===== src/rtl/instruction_fetch.sv =====
// Instruction fetch stage with IF/ID pipeline register.
// Holds the PC, issues word fetches over a req/ready handshake, honours the
// hazard-unit stall and the EX-stage redirect, and parks one response in a
// skid register when it arrives while IF/ID is stalled.
module instruction_fetch #(
   parameter logic [31:0] RESET_PC  = 32'h0000_0000,
   parameter logic [31:0] NOP_INSTR = 32'h0000_0013
) (
   input  logic        clk,
   input  logic        rst,
   input  logic        IF_ID_Write,
   input  logic        branch_taken,
   input  logic [31:0] branch_target,
   output logic        imem_req,
   output logic [31:0] imem_addr,
   input  logic        imem_ready,
   input  logic [31:0] imem_rdata,
   output logic [31:0] instr,
   output logic [6:0]  instr_OP,
   output logic [4:0]  Ra,
   output logic [4:0]  Rb,
   output logic [4:0]  Rd,
   output logic [31:0] pc_out,
   output logic [31:0] pc_plus4,
   output logic        instr_valid
);

   typedef enum logic {
      FETCH = 1'b0,
      HOLD  = 1'b1
   } state_t;

   state_t      state;
   logic [31:0] pc;
   logic [31:0] skid;
   logic [31:0] ifid_instr;
   logic [31:0] ifid_pc;
   logic        ifid_valid;
   logic [31:0] pc_next_seq;

   // Low target bits are forced to zero; fetches are always word aligned.
   logic unused_target_bits;
   assign unused_target_bits = ^branch_target[1:0];

   assign pc_next_seq = pc + 32'd4;

   // PC, fetch FSM, skid register and IF/ID register.
   always_ff @(posedge clk) begin
      if (rst) begin
         pc         <= {RESET_PC[31:2], 2'b00};
         state      <= FETCH;
         skid       <= '0;
         ifid_instr <= NOP_INSTR;
         ifid_pc    <= '0;
         ifid_valid <= 1'b0;
      end else if (branch_taken) begin
         // Redirect wins over stall; any in-flight or parked word is discarded.
         pc         <= {branch_target[31:2], 2'b00};
         state      <= FETCH;
         skid       <= '0;
         ifid_instr <= NOP_INSTR;
         ifid_valid <= 1'b0;
      end else begin
         unique case (state)
            FETCH: begin
               if (imem_ready) begin
                  if (IF_ID_Write) begin
                     ifid_instr <= imem_rdata;
                     ifid_pc    <= pc;
                     ifid_valid <= 1'b1;
                     pc         <= pc_next_seq;
                  end else begin
                     skid  <= imem_rdata;
                     state <= HOLD;
                  end
               end else if (IF_ID_Write) begin
                  ifid_instr <= NOP_INSTR;
                  ifid_valid <= 1'b0;
               end
            end
            HOLD: begin
               if (IF_ID_Write) begin
                  ifid_instr <= skid;
                  ifid_pc    <= pc;
                  ifid_valid <= 1'b1;
                  pc         <= pc_next_seq;
                  state      <= FETCH;
               end
            end
            default: state <= FETCH;
         endcase
      end
   end

   assign imem_req    = (state == FETCH) && !rst;
   assign imem_addr   = pc;

   assign instr       = ifid_instr;
   assign instr_OP    = ifid_instr[6:0];
   assign Rd          = ifid_instr[11:7];
   assign Ra          = ifid_instr[19:15];
   assign Rb          = ifid_instr[24:20];
   assign pc_out      = ifid_pc;
   assign pc_plus4    = ifid_pc + 32'd4;
   assign instr_valid = ifid_valid;

endmodule


===== config.mk =====
export PLATFORM = sky130hd
export DESIGN_NAME = instruction_fetch
export DESIGN_NICKNAME = d
export VERILOG_FILES = /design/src/rtl/instruction_fetch.sv
export SDC_FILE = /design/constraint.sdc
export NUM_CORES = 1
export LEC_CHECK = 0
export ABC_AREA = 1
export BUFFER_PORTS_ARGS = -buffer_cell sky130_fd_sc_hd__buf_4
export CELL_PAD_IN_SITES_DETAIL_PLACEMENT = 0
export CELL_PAD_IN_SITES_GLOBAL_PLACEMENT = 2
export CORE_UTILIZATION = 24
export CTS_CLUSTER_DIAMETER = 150
export DETAILED_ROUTE_END_ITERATION = 6
export PLACE_DENSITY = 0.86
export SYNTH_ARGS = -nofsm -noshare
export SYNTH_HDL_FRONTEND = slang
export SYNTH_SLANG_ARGS = --single-unit

===== constraint.sdc =====
create_clock -name clk -period 1.5 [get_ports clk]
set_input_delay 0.225 -clock clk [delete_from_list [all_inputs] [get_ports clk]]
set_output_delay 0.225 -clock clk [all_outputs]
set_load 0.005 [all_outputs]

==> results of run 1 <==
[kinds of logic (layout without fill, tap and decap cells)]
| logic type | count (synthesis) | in the layout | share of synthesized area |
|---|---|---|---|
| AO/OA/AOI/OAI | 229 | 229 | 0.184 |
| XOR/XNOR | 26 | 26 | 0.0344 |
| adder cells (fa/ha/maj) | 2 | 2 | 0.00378 |
| buffers and inverters | 150 | 530 | 0.107 |
| flip-flops | 126 | 126 | 0.381 |
| other | 1 | 6 | 0.000567 |
| AND/OR/NAND/NOR | 437 | 437 | 0.289 |
[repair_timing]
item / in CTS / in global routing
endpoints found under the setup margin: 47 / 54
pin swaps: 22 / 57
buffers inserted: 10 / 18
resized for setup: 101 / 136
[layer usage]
| layer | vias up | GRT usage | share of wire |
|---|---|---|---|
| li1 | 3938 | - | - |
| met1 | 3571 | 0.233 | 0.44 |
| met2 | 245 | 0.310 | 0.48 |
| met3 | 35 | 0.0440 | 0.060 |
| met4 | 2 | 0.0626 | 0.018 |
| met5 | - | 0 | 0.00064 |
[through the flow]
stage / setup TNS, ns / std cells / hold slack [ns] / utilization / cell area [um2]
CTS: -12.10 / 1683 / 0.0386 / 0.397 / 10700
global route: -14.78 / 1697 / 0.0293 / 0.418 / 11300
finish: -11.75 / 1697 / 0.0469 / 0.418 / 11300
floorplan: -0.0581 / 976 / 0.363 / - / 6670
detailed placement: -3.11 / 1643 / 0.453 / 0.361 / 9740
global placement: -2.46 / 1643 / 0.449 / 0.361 / 9740
[report_power, final]
| group | internal, mW | total (mW) | switching, mW |
|---|---|---|---|
| clock | 2.37 | 4.22 | 1.84 |
| sequential | 3.50 | 3.64 | 0.143 |
| combinational | 0.786 | 1.56 | 0.770 |
[worst reg2reg max path, stage by stage (launching register included)]
cell	delay, ns
dfxtp_2	0.37
ha_4	0.16
nand2_4	0.06
nor2_4	0.11
buf_6	0.14
nand2_4	0.07
buf_4	0.14
nor3_4	0.13
nor3_2	0.05
nor2_1	0.11
nor2_1	0.04
[cell usage after synthesis, drive strengths merged]
cell type  number
nand3          73
conb            1
nor2           91
ha              2
a22oi           4
buf            46
a21boi          1
nand3b          2
a31oi           4
o21ai          80
a221oi          1
or2             1
nand2         230
clkinv          1
o211ai          8
nand4          12
a21oi         122
a211oi          5
and3b           1
nor3           24
xor2           26
nor4            3
o221ai          4
inv            73
clkbuf         30
dfxtp         126
[worst min-delay path by stage]
| stage | slack (ns) | endpoint |
|---|---|---|
| global route | 0.03 | instr[5] |
| floorplan | 0.36 | state |
| detailed placement | 0.45 | skid[6] |
| finish | 0.05 | instr[8] |
| CTS | 0.04 | instr[8] |
| global placement | 0.45 | skid[5] |
[sequential cells by signal, summed over array words and instances, names as in the netlist]
| register | flops |
|---|---|
| instr | 32 |
| instr_valid | 1 |
| state | 1 |
| pc_out | 30 |
| imem_addr | 30 |
| skid | 32 |
[final cells by class]
type                       instances  area, um2  area share
timing repair buffer             424       3350       0.297
tap                              341        427      0.0378
multi-input combinational        700       4020       0.357
clock inverter                    15        170      0.0151
clock buffer                      17        425      0.0377
sequential                       126       2600       0.230
inverter                          74        290      0.0257
==> reports/qor.txt, run 1 <==
Wirelength per Cell: 15.7 um
GRT Residual Overflow: 0
worst path required time: 1.27 ns
vias post-DR: 7791
CP dominant cell by count: nand2_2
Final Slew Violations: 0
status: complete, but fails checks
synth top area cells: dfxtp_1 (38%), nand2_1 (13%), a21oi_1 (9.2%)
crit path capture: pc_plus4[22]
clock-pin slew on the worst setup and hold paths: 0.07 ns
clock tree sinks: 126
Fin. Hold Viols: 0
WP data arrival: 1.83 ns
initial antenna violation count: 1
drt total wl: 26600 um
CORE AREA: 27000 um2
Clock H-tree levels: 4
via density per instance: 4.59
I/O Pins: 221
Root Buffer Master: clkbuf_16
hold path depth: 3
unrepaired setup endpoints after global routing: yes
cell taking the most area after synthesis: dfxtp_1
Mapped Cells: 971
DRT antenna net count: 0
#FFs+latches synth: 126
Total Power: 9.41 mW
share of layout cells above drive strength 1: 0.471
most common cell after layout, fill and taps aside: buf_4
crit path kind: reg2out
CTS Hold Bufs: 0
die width: 168 um
Clk Latency, worst-skew pair: 0.44 ns
Lkg Pwr: 5.08 nW
worst min path class: in2reg
DP HPWL: 19800 um
Filler Cell Count: 2769
vias in the first global route: 7375
Layout Skew: 0.0127 ns
Initial Util: 0.245
setup ws final: -0.558 ns
post-synthesis sequential area ratio: 0.381
Worst path max stage delay: 0.36 ns
f_max: 0.486 GHz
syn avg cell area: 6.81 um2
most frequent cells in the layout: buf_4 (391), nand2_1 (190), a21oi_1 (121)
Total GRT Usage: 0.185
startpoint types: flop
GP Congestion: 0.932
remaining routing DRC violations: 0
fin nets: 1414
Setup WS pre-CTS: -0.243 ns
Die Area: 28200 um2
Port Buf Inserts: 212
worst hold start: imem_rdata[8]
initial DRC count: 354
cells traversed along the worst timing path: ha_4 -> nand2_4 -> nor3_4 -> nand2_2 -> nor2_4 -> nand2_2 -> nor2_2 -> xor2_1 -> buf_4
Crit Path Max Fanout: 2
Max VDD drop: 0.628 mV
TritonRoute pass-1 iters: 5
area growth from synthesis to layout: 70.6%
maxcap violations: 0
cell family with most CP delay: simple AND/OR/NAND/NOR gates
CP Launch Point: pc_out[3]
Setup crit end kind: output pin
yosys warns: 0
Cell Area, Synth: 6620 um2
flop2flop setup slack: 0 ns
first-pass GRT wire length: 40700 um
Tcrit/Tclk final: 1.37
Die H: 168 um
largest net degree at the start of global routing: 35
Longest Clk Path Bufs: 2
FF-to-FF path depth: 10
Power Density: 834 nW/um2
Yosys cell types: 38
diode count: 0
Reg-to-Reg Start: imem_addr[2]
Reg-to-Reg End: imem_addr[16]
CTS tree: built
Worst path depth: 9
cts bufs inserted: 17
# rows: 60
Tmin final: 2.06 ns
endpoints failing setup: 28
crit path buf inv count: 1
post-synth top area share: 0.381
Critical-path top delay cell: dfxtp_4
failing checks: negative setup slack
Power figures use the tool's default switching activity.
==> inputs of run 2 (changes only) <==
Settings changed: PLACE_DENSITY 0.86 to 0.75, TNS_END_PERCENT set to 30.
==> run 2 against run 1 <==
The flow still finishes with violations (negative setup slack). Cell area fell by 3.0%. Non-clock buffer count fell by 9. Wire length fell by 2.1%. Die area did not move. Critical path depth fell by 2. Via count fell by 1.7%. Final cell count fell by 0.47%. Sequential share of layout area rose by 0.59 points. Clock skew fell by 0.0016 ns. Global-route usage fell by 0.32 points.
==> reports/qor.txt, run 2 (synthesized netlist as in run 1, its figures left out) <==
crit path buf inv count: 3
first-pass GRT wire length: 40000 um
# rows: 60
clock tree sinks: 126
met3 Usage GRT: 0.0428
crit path capture: pc_plus4[25]
worst hold start: imem_rdata[10]
Die H: 168 um
flop2flop setup slack: -0.06 ns
gr busiest metal: met2
fin area: 11000 um2
I/O Pins: 221
GRT Residual Overflow: 0
Tcrit/Tclk final: 1.38
fin nets: 1405
Worst path max stage delay: 0.37 ns
share of layout cells above drive strength 1: 0.437
die width: 168 um
f_max: 0.484 GHz
setup ws final: -0.564 ns
initial DRC count: 340
largest net degree at the start of global routing: 35
FF-to-FF path depth: 10
GR met1 Demand/Resource: 0.231
placed cell area: 9730 um2
DRT antenna net count: 0
cell family with most CP delay: simple AND/OR/NAND/NOR gates
FF/Latch Area: 2590 um2
hold_ws: 0.0487 ns
Crit Path Max Fanout: 4
crit path kind: reg2out
startpoint types: flop
Setup WS pre-CTS: -0.242 ns
vias post-DR: 7662
Lkg Pwr: 4.93 nW
Initial Util: 0.245
Power Density: 850 nW/um2
CORE AREA: 27000 um2
failing checks: negative setup slack
area occupied by multi-input gates: 3790 um2
Worst path depth: 7
GP Congestion: 0.884
worst min path class: in2reg
remaining routing DRC violations: 0
Setup crit end kind: output pin
Final Slew Violations: 0
Fin. Hold Viols: 0
cells traversed along the worst timing path: buf_6 -> nand4_1 -> nor3_1 -> buf_4 -> nand4_1 -> xor2_1 -> buf_4
most common cell after layout, fill and taps aside: buf_4
maxcap violations: 0
status: complete, but fails checks
drt total wl: 26100 um
DP HPWL: 19900 um
clock-pin slew on the worst setup and hold paths: 0.07 ns
Max VDD drop: 0.646 mV
TritonRoute pass-1 iters: 5
setup TNS: -11.71 ns
Total GRT Usage: 0.182
Longest Clk Path Bufs: 2
Layout Skew: 0.0111 ns
Clk Latency, worst-skew pair: 0.43 ns
Total Power: 9.31 mW
worst path required time: 1.27 ns
CTS Hold Bufs: 0
initial antenna violation count: 0
CTS tree: built
unrepaired setup endpoints after global routing: yes
Tmin final: 2.06 ns
Wirelength per Cell: 15.4 um
Critical-path top delay cell: dfxtp_4
CP Launch Point: pc_out[19]
Reg-to-Reg End: imem_addr[10]
Clock H-tree levels: 4
via density per instance: 4.54
global routing usage on met2: 0.304
WP data arrival: 1.84 ns
most frequent cells in the layout: buf_4 (387), nand2_1 (203), a21oi_1 (121)
Die Area: 28200 um2
Root Buffer Master: clkbuf_16
cts bufs inserted: 17
Port Buf Inserts: 212
endpoints failing setup: 30
Filler Cell Count: 2837
vias in the first global route: 7249
area growth from synthesis to layout: 65.5%
Reg-to-Reg Start: imem_addr[2]
==> run 2: cell types whose count changed in the layout (fill, tap and decap cells not counted), sizes merged <==
cell / change
buf: -9
bufinv: -1
clkinv: +4
clkinvlp: -2
diode: +1
inv: -1
==> run 2: worst min path at each step <==
stage / to / slack (ns) / cells past startpoint
floorplan: state / 0.36 / 2
global placement: skid[13] / 0.45 / 2
detailed placement: skid[10] / 0.45 / 2
CTS: instr[11] / 0.04 / 3
global route: instr[13] / 0.04 / 3
finish: instr[10] / 0.05 / 3
==> run 2: what timing repair did <==
action	CTS	global route
setup buffers	6	11
pin swaps	19	26
gates resized for setup	70	94
setup endpoints to repair	47	52
==> run 2: per-layer routing <==
| layer | routed length [um] | part of all wire |
|---|---|---|
| met5 | 0 | 0 |
| met4 | 505 | 0.019 |
| met3 | 1580 | 0.060 |
| met1 | 11700 | 0.45 |
| met2 | 12300 | 0.47 |
==> run 2: layout make-up <==
class | instances | share of cell area
sequential | 126 | 0.236
multi-input combinational | 700 | 0.346
tap | 341 | 0.0390
antenna | 1 | 0.000229
clock buffer | 17 | 0.0388
clock inverter | 15 | 0.0154
inverter | 74 | 0.0256
timing repair buffer | 415 | 0.299
==> run 2: worst min-delay path, delay by kind of cell <==
kind / cells / cell delay (ns)
simple gates: 1 / 0.05
buf+inv: 1 / 0.11
compound gates: 1 / 0.05
==> run 2: metrics by stage <==
step / utilization / instances
final: 0.405 / 1689
after global routing: 0.405 / 1688
after floorplan: - / 976
after CTS: 0.391 / 1678
after global placement: 0.360 / 1641
after detailed placement: 0.360 / 1641
==> run 2: power breakdown <==
group          leakage, nW  switching, mW  internal, mW
clock                0.292           1.92          2.24
sequential            1.05          0.133          3.50
combinational         3.59          0.749         0.768
total                 4.93           2.80          6.51
==> inputs of run 3 (changes only) <==
Settings changed: CELL_PAD_IN_SITES_DETAIL_PLACEMENT 0 to unset, CELL_PAD_IN_SITES_GLOBAL_PLACEMENT 2 to unset, CORE_UTILIZATION 24 to 40, PLACE_DENSITY 0.75 to 0.67.
==> run 3 against run 2 <==
The flow still finishes with violations (negative setup slack). Critical path depth increased by 1. Combinational power decreased by 3%. Clock power decreased by 2%. Worst setup slack got worse by 0.00099 ns. Via count increased by 0.50%. Sequential power about the same. Clock skew decreased by 0.0027 ns. Critical path type unchanged. Largest cell class unchanged. Highest routed layer unchanged.
==> reports/qor.txt, run 3 (synthesized netlist as in run 1, its figures left out) <==
status: complete, but fails checks
failing checks: negative setup slack
drt total wl: 23500 um
FF/Latch Area: 2580 um2
initial antenna violation count: 0
Port Buf Inserts: 212
diode count: 0
Fin. Hold Viols: 0
crit path buf inv count: 3
clock tree sinks: 126
Core Util, Final: 0.661
worst path required time: 1.27 ns
placed cell area: 9390 um2
area occupied by multi-input gates: 3780 um2
Longest Clk Path Bufs: 2
unrepaired setup endpoints after global routing: yes
fin nets: 1385
Clock H-tree levels: 4
vias post-DR: 7700
Filler Cell Count: 1422
# rows: 46
cell family with most CP delay: simple AND/OR/NAND/NOR gates
GRT Residual Overflow: 0
Max VDD drop: 0.745 mV
Worst path max stage delay: 0.37 ns
area growth from synthesis to layout: 59.8%
Root Buffer Master: clkbuf_16
CORE AREA: 16000 um2
CP dominant cell by count: buf_4
setup ws final: -0.565 ns
Tcrit/Tclk final: 1.38
Final Slew Violations: 0
Die H: 131 um
CTS Hold Bufs: 0
most frequent cells in the layout: buf_4 (372), nand2_1 (204), a21oi_1 (121)
most common cell after layout, fill and taps aside: buf_4
Layout Skew: 0.00843 ns
Clk Latency, worst-skew pair: 0.42 ns
setup TNS: -11.79 ns
die width: 131 um
Setup WS pre-CTS: -0.246 ns
clock-pin slew on the worst setup and hold paths: 0.06 ns
DRT antenna net count: 0
GP Congestion: 0.908
Crit Path Max Fanout: 3
f_max: 0.484 GHz
WP data arrival: 1.84 ns
crit path kind: reg2out
Rel. slew slack: 0.621
fin area: 10600 um2
Total GRT Usage: 0.274
Lkg Pwr: 4.76 nW
hold_ws: 0.0595 ns
Power Density: 868 nW/um2
initial DRC count: 280
endpoints failing setup: 33
DP HPWL: 17400 um
via density per instance: 4.99
Initial Util: 0.414
Setup crit end kind: output pin
first-pass GRT wire length: 35900 um
CTS tree: built
Tmin final: 2.07 ns
cells traversed along the worst timing path: buf_4 -> nand2_1 -> nor2_4 -> buf_4 -> nand3_2 -> nor3_2 -> xor2_1 -> buf_4
Critical-path top delay cell: dfxtp_4
I/O Pins: 221
largest net degree at the start of global routing: 34
maxcap violations: 0
Die Area: 17100 um2
startpoint types: flop
Wirelength per Cell: 15.2 um
share of layout cells above drive strength 1: 0.418
worst-margin pin slew: 0.567 ns
remaining routing DRC violations: 0
TritonRoute pass-1 iters: 4
vias in the first global route: 7250
worst min path class: in2reg
cts bufs inserted: 17
==> run 3: changes by cell type in the layout (fill, tap and decap cells not counted), sizes merged <==
cell / previous run / this run
buf: 415 / 395
bufinv: 0 / 2
clkbuf: 17 / 20
clkinv: 7 / 4
clkinvlp: 0 / 4
diode: 1 / 0
inv: 82 / 76
==> run 3: worst paths after layout <==
check / slack [ns] / cells after the start / start / to
max: -0.57 / 8 / pc_out[17] / pc_plus4[27]
min: 0.06 / 3 / imem_ready / state
max reg2reg: -0.04 / 9 / imem_addr[2] / imem_addr[16]
min reg2reg: 0.46 / 2 / instr_valid / instr_valid
==> run 3: cell type report <==
class / instances / area share
sequential: 126 / 0.244
inverter: 74 / 0.0267
timing repair buffer: 395 / 0.291
clock buffer: 20 / 0.0423
tap: 216 / 0.0256
clock inverter: 12 / 0.0129
multi-input combinational: 700 / 0.357
==> run 3: power breakdown <==
part           internal, mW  total [mW]  switching (mW)
clock                  2.50        4.07            1.57
combinational         0.744        1.48           0.731
sequential             3.49        3.63           0.132
==> run 3: tightest hold or removal path, cell delays in order <==
cell,delay (ns)
buf_4,0.10
nor2_4,0.04
nor2_1,0.08
==> run 3: repair_timing <==
action	in CTS	in global routing
buffers inserted	11	6
setup endpoints to repair	48	58
gates resized for setup	92	61
pin swaps	24	34
==> run 3: through the flow <==
step / instances / power [mW]
finish: 1543 / 9.17
global route: 1543 / 9.52
CTS: 1538 / 9.21
detailed placement: 1495 / 5.11
global placement: 1495 / 5.09
floorplan: 976 / 4.29
==> run 3: metal layers <==
layer / GRT usage / wire [um]
met3: 0.0611 / 1550
met2: 0.481 / 11500
met1: 0.318 / 9720
met5: 0 / 0
met4: 0.127 / 758
